[src/rtl/boot_loader.sv]
// boot_loader: streams a byte-serial program image into instruction memory,
// holding the CPU in reset until the last word has been written.
module boot_loader #(
    parameter int WORDLENGTH = 32,
    parameter int ADDR_WIDTH = 8
) (
    input  logic                  clk,
    input  logic                  reset,
    input  logic                  start,
    input  logic [7:0]            rx_data,
    input  logic                  rx_valid,
    output logic                  rx_ready,
    output logic                  mem_we,
    output logic [ADDR_WIDTH-1:0] mem_addr,
    output logic [WORDLENGTH-1:0] mem_wdata,
    output logic                  cpu_reset,
    output logic                  busy,
    output logic                  done,
    output logic                  error
);

    typedef enum logic [2:0] {
        IDLE,
        CNT_HI,
        CNT_LO,
        DATA,
        DONE,
        ERR
    } state_t;

    localparam logic [32:0] MAX_WORDS = 33'(1) << ADDR_WIDTH;

    state_t                r_state;
    state_t                w_next;
    logic [7:0]            r_cnt_hi;
    logic [15:0]           r_remaining;
    logic [1:0]            r_byte_cnt;
    logic [23:0]           r_shift;
    logic                  r_mem_we;
    logic [ADDR_WIDTH-1:0] r_mem_addr;
    logic [WORDLENGTH-1:0] r_mem_wdata;

    logic                  w_active;
    logic                  w_accept;
    logic                  w_last_byte;
    logic                  w_last_word;
    logic [15:0]           w_count;

    always_comb begin
        w_active = 1'b0;
        unique case (r_state)
            CNT_HI, CNT_LO, DATA: w_active = 1'b1;
            default:              w_active = 1'b0;
        endcase
    end

    assign w_accept    = rx_valid & w_active;
    assign w_last_byte = (r_byte_cnt == 2'd3);
    assign w_last_word = (r_remaining == 16'd1);
    assign w_count     = {r_cnt_hi, rx_data};

    always_ff @(posedge clk or posedge reset) begin
        if (reset) begin
            r_state <= IDLE;
        end else begin
            r_state <= w_next;
        end
    end

    always_comb begin
        w_next = r_state;
        unique case (r_state)
            IDLE, DONE, ERR: begin
                if (start) w_next = CNT_HI;
            end
            CNT_HI: begin
                if (w_accept) w_next = CNT_LO;
            end
            CNT_LO: begin
                if (w_accept) begin
                    if (w_count == 16'd0)
                        w_next = DONE;
                    else if (33'(w_count) > MAX_WORDS)
                        w_next = ERR;
                    else
                        w_next = DATA;
                end
            end
            DATA: begin
                if (w_accept && w_last_byte && w_last_word)
                    w_next = DONE;
            end
            default: w_next = IDLE;
        endcase
    end

    always_ff @(posedge clk or posedge reset) begin
        if (reset) begin
            r_cnt_hi    <= '0;
            r_remaining <= '0;
            r_byte_cnt  <= '0;
            r_shift     <= '0;
            r_mem_we    <= 1'b0;
            r_mem_addr  <= '0;
            r_mem_wdata <= '0;
        end else begin
            r_mem_we <= 1'b0;
            if (r_mem_we) r_mem_addr <= r_mem_addr + ADDR_WIDTH'(1);
            unique case (r_state)
                IDLE, DONE, ERR: begin
                    if (start) begin
                        r_cnt_hi    <= '0;
                        r_remaining <= '0;
                        r_byte_cnt  <= '0;
                        r_shift     <= '0;
                        r_mem_addr  <= '0;
                    end
                end
                CNT_HI: begin
                    if (w_accept) r_cnt_hi <= rx_data;
                end
                CNT_LO: begin
                    if (w_accept) r_remaining <= w_count;
                end
                DATA: begin
                    if (w_accept) begin
                        r_byte_cnt <= r_byte_cnt + 2'd1;
                        // Whole word is committed at once on its 4th byte
                        if (w_last_byte) begin
                            r_mem_we    <= 1'b1;
                            r_mem_wdata <= WORDLENGTH'({r_shift, rx_data});
                            r_remaining <= r_remaining - 16'd1;
                        end else begin
                            r_shift <= {r_shift[15:0], rx_data};
                        end
                    end
                end
                default: ;
            endcase
        end
    end

    assign rx_ready  = w_active;
    assign busy      = w_active;
    assign done      = (r_state == DONE);
    assign error     = (r_state == ERR);
    // Final write lands in the first DONE cycle; keep the CPU held through it
    assign cpu_reset = !((r_state == DONE) && !r_mem_we);
    assign mem_we    = r_mem_we;
    assign mem_addr  = r_mem_addr;
    assign mem_wdata = r_mem_wdata;

endmodule

[config.mk]
export PLATFORM = sky130hd
export DESIGN_NAME = boot_loader
export DESIGN_NICKNAME = d
export VERILOG_FILES = /design/src/rtl/boot_loader.sv
export SDC_FILE = /design/constraint.sdc
export NUM_CORES = 1
export LEC_CHECK = 0
export CORE_ASPECT_RATIO = 1.75
export CORE_UTILIZATION = 55
export DETAILED_ROUTE_END_ITERATION = 12
export PLACE_DENSITY = 0.89
export SETUP_SLACK_MARGIN = 0.5
export SYNTH_ARGS = -nofsm -noshare
export SYNTH_HDL_FRONTEND = slang
export SYNTH_SLANG_ARGS = --single-unit
[constraint.sdc]
create_clock -name clk -period 3 [get_ports clk]
set_input_delay 0.3 -clock clk [delete_from_list [all_inputs] [get_ports clk]]
set_output_delay 0.3 -clock clk [all_outputs]
set_load 0.02 [all_outputs]
After elaboration in Yosys (flattened, before gate mapping)
Cells that the tools add are included.

Add/sub/neg operators: 3. $lt $le $gt $ge: 1. Equal/unequal tests: 14. Muxes and demuxes: 29. Bitwise logic cells: 1. Reductions and logical operators: 18.

Operators with widths (count): $mux 24 (3); $mux 16 (4); $pmux 16 s3 (1); $pmux 24 s2 (1); $mux 8 (5); $mux 3 (6); $eq 16x1->1 const B (1); $gt 16x9->1 const B (1); $logic_not 16->1 (1); $pmux 8 s2 (1); $sub 16x1->16 const B (1); $ne 2x2->1 const B (7); $pmux 3 s4 (1); $reduce_and 3->1 (3); $add 8x1->8 const B (1); $reduce_and 4->1 (2); $eq 3x2->1 const B (2); $eq 3x3->1 const B (2); $reduce_or 3->1 (2); $reduce_and 5->1 (1); $mux 1 (4); $mux 2 (2); $pmux 2 s2 (1); $reduce_bool 2->1 (2); other kinds (8) (11).

Bits in registers: 94. Input port bits: 12. Output and inout bits: 46.

Depth between registers and ports, before layout
Gate-level depths: netlist of run 1.

Depth after elaboration: 8. Gate-level depth with buffers: 8. Mapped depth without buffers: 6.

Worst setup path before layout of run 1
OpenSTA, ideal clock, no wires.

Kind: register to register. Start: register r_remaining[10]. End: register r_state[2]. Library setup time: 0.128 ns. Data arrival time: 1.717 ns. Required time: 2.872 ns. Slack: 1.156 ns. Stages on the path, launching flop included: 6. Path buffers: 0. Period minus slack after synthesis: 1.844 ns. Cell sequence: dfrtp_1 > or4_4 > nand2b_4 > o31ai_4 > nand2_1 > mux2_1.

Word-level cells in the longest chain between the ends: 4.

RTL lines: start, declared (line 36) `logic [15:0] r_remaining;`; start signal, assigned (line 123) `if (w_accept) r_remaining <= w_count;`; start signal, assigned (line 132) `r_remaining <= r_remaining - 16'd1;`; $eq 16x1->1 (line 59) `assign w_last_word = (r_remaining == 16'd1);`; $logic_and 1x1->1 (line 90) `if (w_accept && w_last_byte && w_last_word)`; $ne 2x2->1 (no source line); $reduce_and 4->1 (no source line); end signal, assigned (line 66) `r_state <= w_next;`; end, declared (line 33) `state_t r_state;`.

Every way passes these cells. A chain may end at the register's enable or synchronous reset.

Worst setup path after layout of run 1
Start: register r_state[0]. End: output port error.

Word-level cells in the longest chain between the ends: 1.

RTL lines: $eq 3x3->1 (line 146) `assign error = (r_state == ERR);`; end, declared (line 19) `output logic error`.

Every way passes these cells.

==> impl_metrics.toml, run 1 <==
[sta]
min_period_ns = 2.33
worst_pin_slew_ns = 0.844
max_freq_mhz = 430
max_slew_margin_pct = 43.8
final_hold_viol_count = 0
grt_setup_unrepaired = "false"
fin_ws_ns = 0.672
finalClockSkew_ns = 0.00842
slew_violations = 0
post-route-period-util_pct = 77.6
finalSetupViolations = 0
setup_tns_ns = 0

[clock_tree]
clk-insertion-delay-late_ns = 0.35
cts.hold.buffers_added = 0
clk_pin_slew_ns = 0.07
tritoncts = "yes"
numCtsBuffers = 9
clkSinkCount = 94
cts-htree-levels = 3
clockRootBuffer = "clkbuf_16"
cts.path.max_buffers = 2

[synthesis]
syn-num-nets = 508
ys_types = 49
synthAdderAreaFrac_pct = 1.16
synth.area.mux_share_pct = 0.492
yosys_warnings = 0
syn_avg_cell_area_um2 = 8.78
seq_area_frac_synth_pct = 54.5
synthCells = 492
synth-simple-area-share_pct = 28.1
synth_xor_area_share_pct = 2.23
ys_ff_latch = 94
synth_top_flop_cell = "dfrtp_1"
synth_top_family_by_area = "simple AND/OR/NAND/NOR gates"
synth_edf_count = 0
async_flop_share_pct = 100
synth_compound_area_share_pct = 9.62
syn_area_um2 = 4320

[power]
seqPwrFrac_pct = 40.3
p_sw_mw = 1.69
pwr-share-comb_pct = 33.3
peakVddDrop_mv = 0.551
power.leakage_nw = 2.59
cellPowerDensity_nw_per_um2 = 818
clockPowerShare_pct = 26.4
internal-power_mw = 2.62
p_sw_share_pct = 39.2

[placed_design]
gp_congestion = 0.998
hpwl_mm = 7.53
dp_slack_ns = 0.587
placedCellCount = 617
port_buffers = 57

[setup_path]
startpoint_type = "flip-flop"
path_cells = "inv_1, nor2_1, clkdlybuf4s50_1"
crit_path_max_fanout = 17
timing.critical_path.buf_inv = 2
cp_data_required_time_ns = 2.70
cp.depth = 3
slowest_stage = "dfrtp_1"
cp-startpoint = "r_state[0]"
r2r_start = "r_state[0]"
reg2regPathDepth = 5
slowest_delay_ns = 0.67
critPathCaptureType = "primary output"
critPathTopFamily = "buffers and inverters"
crit_type = "flip-flop to primary output"
crit_arrival_ns = 2.03

[route]
drtPass1Iterations = 5
post_drt_wl_per_cell_um = 17.8
routed_via_density = 6.01
final_antenna_net_count = 0
drt-initial-drc-count = 449
drc_errors = 0
vias = 3805
drt-total-wl_mm = 11.3

[die]
rows = 42
ios = 58
placeableCoreArea_um2 = 7570
fp.dieArea_um2 = 8230
initial_core_util_pct = 57.1
die_w_um = 69.0
die_y_um = 119

[flow_run]
maxCapViolations = 0

[global_routing]
grt-ovfl-total = 0
grt_pass1_wl_mm = 18.5
antenna_found_initial = 0
grt_use_total_pct = 31.0
grt_start_max_net_pins = 44
grt_pass1_vias = 3756

[finish]
final_layout_size_suffix_gt1_share_pct = 5.69
nets = 556
instances_no_fill = 633
n_antenna_cell = 0
syn_to_final_growth_pct = 21.9

[run_status]
status = "completed"

[worst_hold_path]
hold_path_class = "primary input to asynchronous set/reset pin"
[flip-flops by register name, summed over array words and instances, names as in the netlist]
name and cells:
mem_addr 8, r_shift 24, r_remaining 16, mem_we 1, mem_wdata 32, r_state 3, r_cnt_hi 8, r_byte_cnt 2
[cell usage after synthesis (2+ instances only)]
cell | number | share of area (%)
buf_1 | 3 | 0.26
or4_1 | 5 | 0.87
nand3b_1 | 2 | 0.35
nand4_1 | 5 | 0.72
nor3_1 | 6 | 0.70
a32oi_1 | 4 | 0.81
inv_1 | 15 | 1.3
xnor2_1 | 4 | 0.81
nand3_1 | 38 | 4.4
nor2_1 | 26 | 2.3
a31oi_1 | 2 | 0.29
dfrtp_1 | 94 | 54
a22oi_1 | 3 | 0.52
a21oi_1 | 13 | 1.5
ha_1 | 4 | 1.2
clkbuf_1 | 15 | 1.3
and3_1 | 2 | 0.29
nor4_1 | 5 | 0.72
o21ai_0 | 28 | 3.2
a221o_1 | 2 | 0.46
xor2_1 | 7 | 1.4
nand2b_1 | 3 | 0.43
and2_1 | 4 | 0.58
nand2_1 | 167 | 15
o211ai_1 | 4 | 0.70
buf_2 | 8 | 0.93
[area by class of cell]
cell class / instances / area [µm²]
Sequential cell: 94 / 2350
Fill cell: 566 / 2300
Multi-Input combinational cell: 356 / 1800
Timing Repair Buffer: 64 / 648
Clock buffer: 9 / 225
Tap cell: 88 / 110
Clock inverter: 7 / 72.6
Inverter: 15 / 60.1
[kinds of logic after synthesis]
family / count (synthesis)
AO/OA/AOI/OAI: 66
XOR/XNOR: 11
adder cells (fa/ha/maj): 4
buffers and inverters: 42
flip-flops: 94
multiplexers: 2
AND/OR/NAND/NOR: 273
[what timing repair did]
action / in CTS / in global routing
endpoints found under the setup margin: 0 / 9
buffers inserted: 0 / 0
gates resized for setup: 0 / 1
[metrics by stage]
step                      hold slack [ns]  utilization (%)  area, µm²  power, mW
after floorplan                     0.405                -       4320       2.69
after global placement              0.448             65.6       4970       3.06
after detailed placement            0.454             65.6       4970       3.12
after CTS                           0.400             69.6       5260       4.28
after global routing                0.443             69.6       5270       4.54
final                               0.385             69.6       5270       4.31
[cell usage in the layout, fill, tap and decap left out, types with 5 or more instances in the layout]
master,count
nor2_1,26
clkdlybuf4s50_1,57
clkbuf_16,9
o21ai_0,28
nor3_1,6
nor4_1,5
dfrtp_1,94
xor2_1,7
a21oi_1,13
nand4_1,5
buf_4,5
inv_1,14
nand3_1,38
nand2_1,167
or4_1,5
[power by group through the flow]
| stage | sequential, mW | clock, mW | combinational (mW) |
|---|---|---|---|
| global route | 1.76 | 1.21 | 1.58 |
| global placement | 1.72 | 0 | 1.34 |
| detailed placement | 1.73 | 0 | 1.38 |
| floorplan | 1.63 | 0 | 1.06 |
| finish | 1.73 | 1.14 | 1.43 |
| CTS | 1.72 | 1.15 | 1.41 |
[layer usage]
layer	GRT usage, %	vias to the layer above	wire length (µm)
li1	-	1745	-
met1	36.3	1834	4060
met2	51.0	179	6000
met3	6.23	47	628
met4	16.8	0	569
met5	0	-	0
[final timing paths]
check | endpoint | slack (ns)
min reg2reg | r_shift[17] | 0.47
max reg2reg | r_remaining[8] | 0.72
max | error | 0.67
min | mem_wdata[23] | 0.38
min in group clk | r_shift[17] | 0.47
max in group asynchronous | mem_addr[3] | 1.88
No activity file was read; power rests on OpenSTA's default activity.
==> inputs of run 2 (changes only) <==
Clock period 3 ns to 2.2 ns, I/O delays scaled along.
==> impl_metrics.toml, run 2 (synthesized netlist as in run 1, its figures left out) <==
[finish]
fill_cells = 530
final_layout_size_suffix_gt1_share_pct = 16.0
fin_area_um2 = 5640
multi_input_area_um2 = 1890
nets = 592
syn_to_final_growth_pct = 30.5
largest_reg_flops = 32
regArea_um2 = 2350
final_common_cell = "nand2_1"
n_antenna_cell = 0
final_cell_mix = "nand2_1 (165), dfrtp_1 (92), clkdlybuf4s50_1 (50), nand3_1 (38), buf_4 (35)"

[setup_path]
crit_type = "flip-flop to flip-flop"
path_cells = "or4_4, nand2b_4, o31ai_4, nand2_2, mux2_4"
cp.depth = 5
timing.critical_path.buf_inv = 0
critPathCaptureType = "flip-flop"
cp_data_required_time_ns = 2.43
crit_path_max_fanout = 7
startpoint_type = "flip-flop"
endpoint = "r_state[2]"
slowest_stage = "dfrtp_1"
r2r_start = "r_remaining[7]"
critPathTopFamily = "simple AND/OR/NAND/NOR gates"
crit_arrival_ns = 2.19
slowest_delay_ns = 0.48
cp-startpoint = "r_remaining[7]"
worstReg2RegEnd = "r_state[2]"
reg2regPathDepth = 5
r2r_slack_ns = 0.24

[sta]
setup_tns_ns = 0
grt_setup_unrepaired = "true"
worst_pin_slew_ns = 0.508
post-route-period-util_pct = 89.2
max_slew_margin_pct = 66.1
max_freq_mhz = 510
slew_violations = 0
hold_ws_ns = 0.353
final_hold_viol_count = 0
finalSetupViolations = 0
min_period_ns = 1.96
finalClockSkew_ns = 0.00905

[route]
routed_via_density = 6.07
drt-initial-drc-count = 473
final_antenna_net_count = 0
drtPass1Iterations = 6
drt-total-wl_mm = 12.0
post_drt_wl_per_cell_um = 17.9
vias = 4056
drc_errors = 0

[clock_tree]
clockRootBuffer = "clkbuf_16"
cts-htree-levels = 3
tritoncts = "yes"
clk-insertion-delay-late_ns = 0.34
cts.path.max_buffers = 2
clkSinkCount = 94
numCtsBuffers = 9
clk_pin_slew_ns = 0.06

[die]
rows = 42
die_y_um = 119
die_w_um = 69.0
fp.dieArea_um2 = 8230
placeableCoreArea_um2 = 7570
ios = 58
initial_core_util_pct = 57.1

[run_status]
status = "completed"

[power]
pwr-share-comb_pct = 40.7
power.leakage_nw = 2.84
cellPowerDensity_nw_per_um2 = 1160
internal-power_mw = 4.04
peakVddDrop_mv = 0.936
seqPwrFrac_pct = 35.6
clockPowerShare_pct = 23.7
p_sw_mw = 2.51
p_sw_share_pct = 38.3

[placed_design]
place_area_um2 = 5070
hpwl_mm = 7.81
gp_congestion = 0.963
port_buffers = 57

[global_routing]
antenna_found_initial = 0
grt_pass1_wl_mm = 18.8
grt_start_max_net_pins = 95
grt_pass1_vias = 3949
grt_use_total_pct = 31.2
grt-ovfl-total = 0

[flow_run]
maxCapViolations = 0

[worst_hold_path]
hold_path_class = "primary input to asynchronous set/reset pin"
==> run 2: cell count changes in the layout (fill, tap and decap cells not counted), moves of 3 or more <==
cell and delta:
o21ai_0 -5, o21ai_1 +5, buf_6 +8, nor3_1 -3, nor3_2 +3, buf_4 +30
clkdlybuf4s50_1 -7
==> run 2: worst min path at each step <==
stage	start	end	cells past startpoint	slack (ns)
after global placement	r_shift[23]	mem_wdata[31]	2	0.45
after CTS	reset	mem_wdata[15]	3	0.41
after global routing	reset	mem_wdata[15]	3	0.40
final	reset	mem_wdata[14]	3	0.35
after floorplan	rx_data[0]	mem_wdata[0]	2	0.33
after detailed placement	r_shift[18]	mem_wdata[26]	2	0.46
==> run 2: metrics by stage <==
step	worst slack [ns]	cells	utilization (%)	power [mW]
after floorplan	0.424	492	-	3.67
after CTS	0.301	661	72.5	6.13
after global placement	0.152	632	66.9	4.22
after detailed placement	0.114	632	66.9	4.33
final	0.238	668	74.5	6.54
after global routing	0.184	668	74.5	6.82
==> run 2: routing by layer <==
| metal | up-vias | track usage, % | share of wire, % |
|---|---|---|---|
| met5 | - | 0 | 0 |
| met4 | 0 | 19.1 | 5.9 |
| met3 | 65 | 6.42 | 5.2 |
| met2 | 212 | 49.9 | 53 |
| met1 | 1966 | 36.8 | 36 |
| li1 | 1813 | - | - |
==> run 2: power groups by stage <==
stage          Combinational, mW  Sequential [mW]  Clock (mW)
6_report                    2.66             2.33        1.55
2_1_floorplan               1.45             2.22           0
4_1_cts                     2.30             2.30        1.54
5_1_grt                     2.86             2.34        1.62
3_5_place_dp                1.97             2.36           0
3_3_place_gp                1.88             2.34           0
==> run 2: repair_timing <==
action	4_1_cts	5_1_grt
gates resized for setup	22	39
setup endpoints to repair	55	78
pin swaps	6	12
hold endpoints to repair	0	0
setup buffers	14	7
hold buffers	0	0
==> run 2: area by class of cell <==
cell class,instances,share of cell area (%)
multi-input cells,356,33.6
flip-flops and latches,94,41.8
clock buffers,12,4.37
repair buffers,100,16.4
clock inverters,3,0.799
well taps,88,1.95
inverters,15,1.13
==> run 2: worst min-delay path, stage by stage <==
cell,delay (ns)
clkdlybuf4s50_1,0.44
clkinvlp_4,0.10
buf_12,0.37
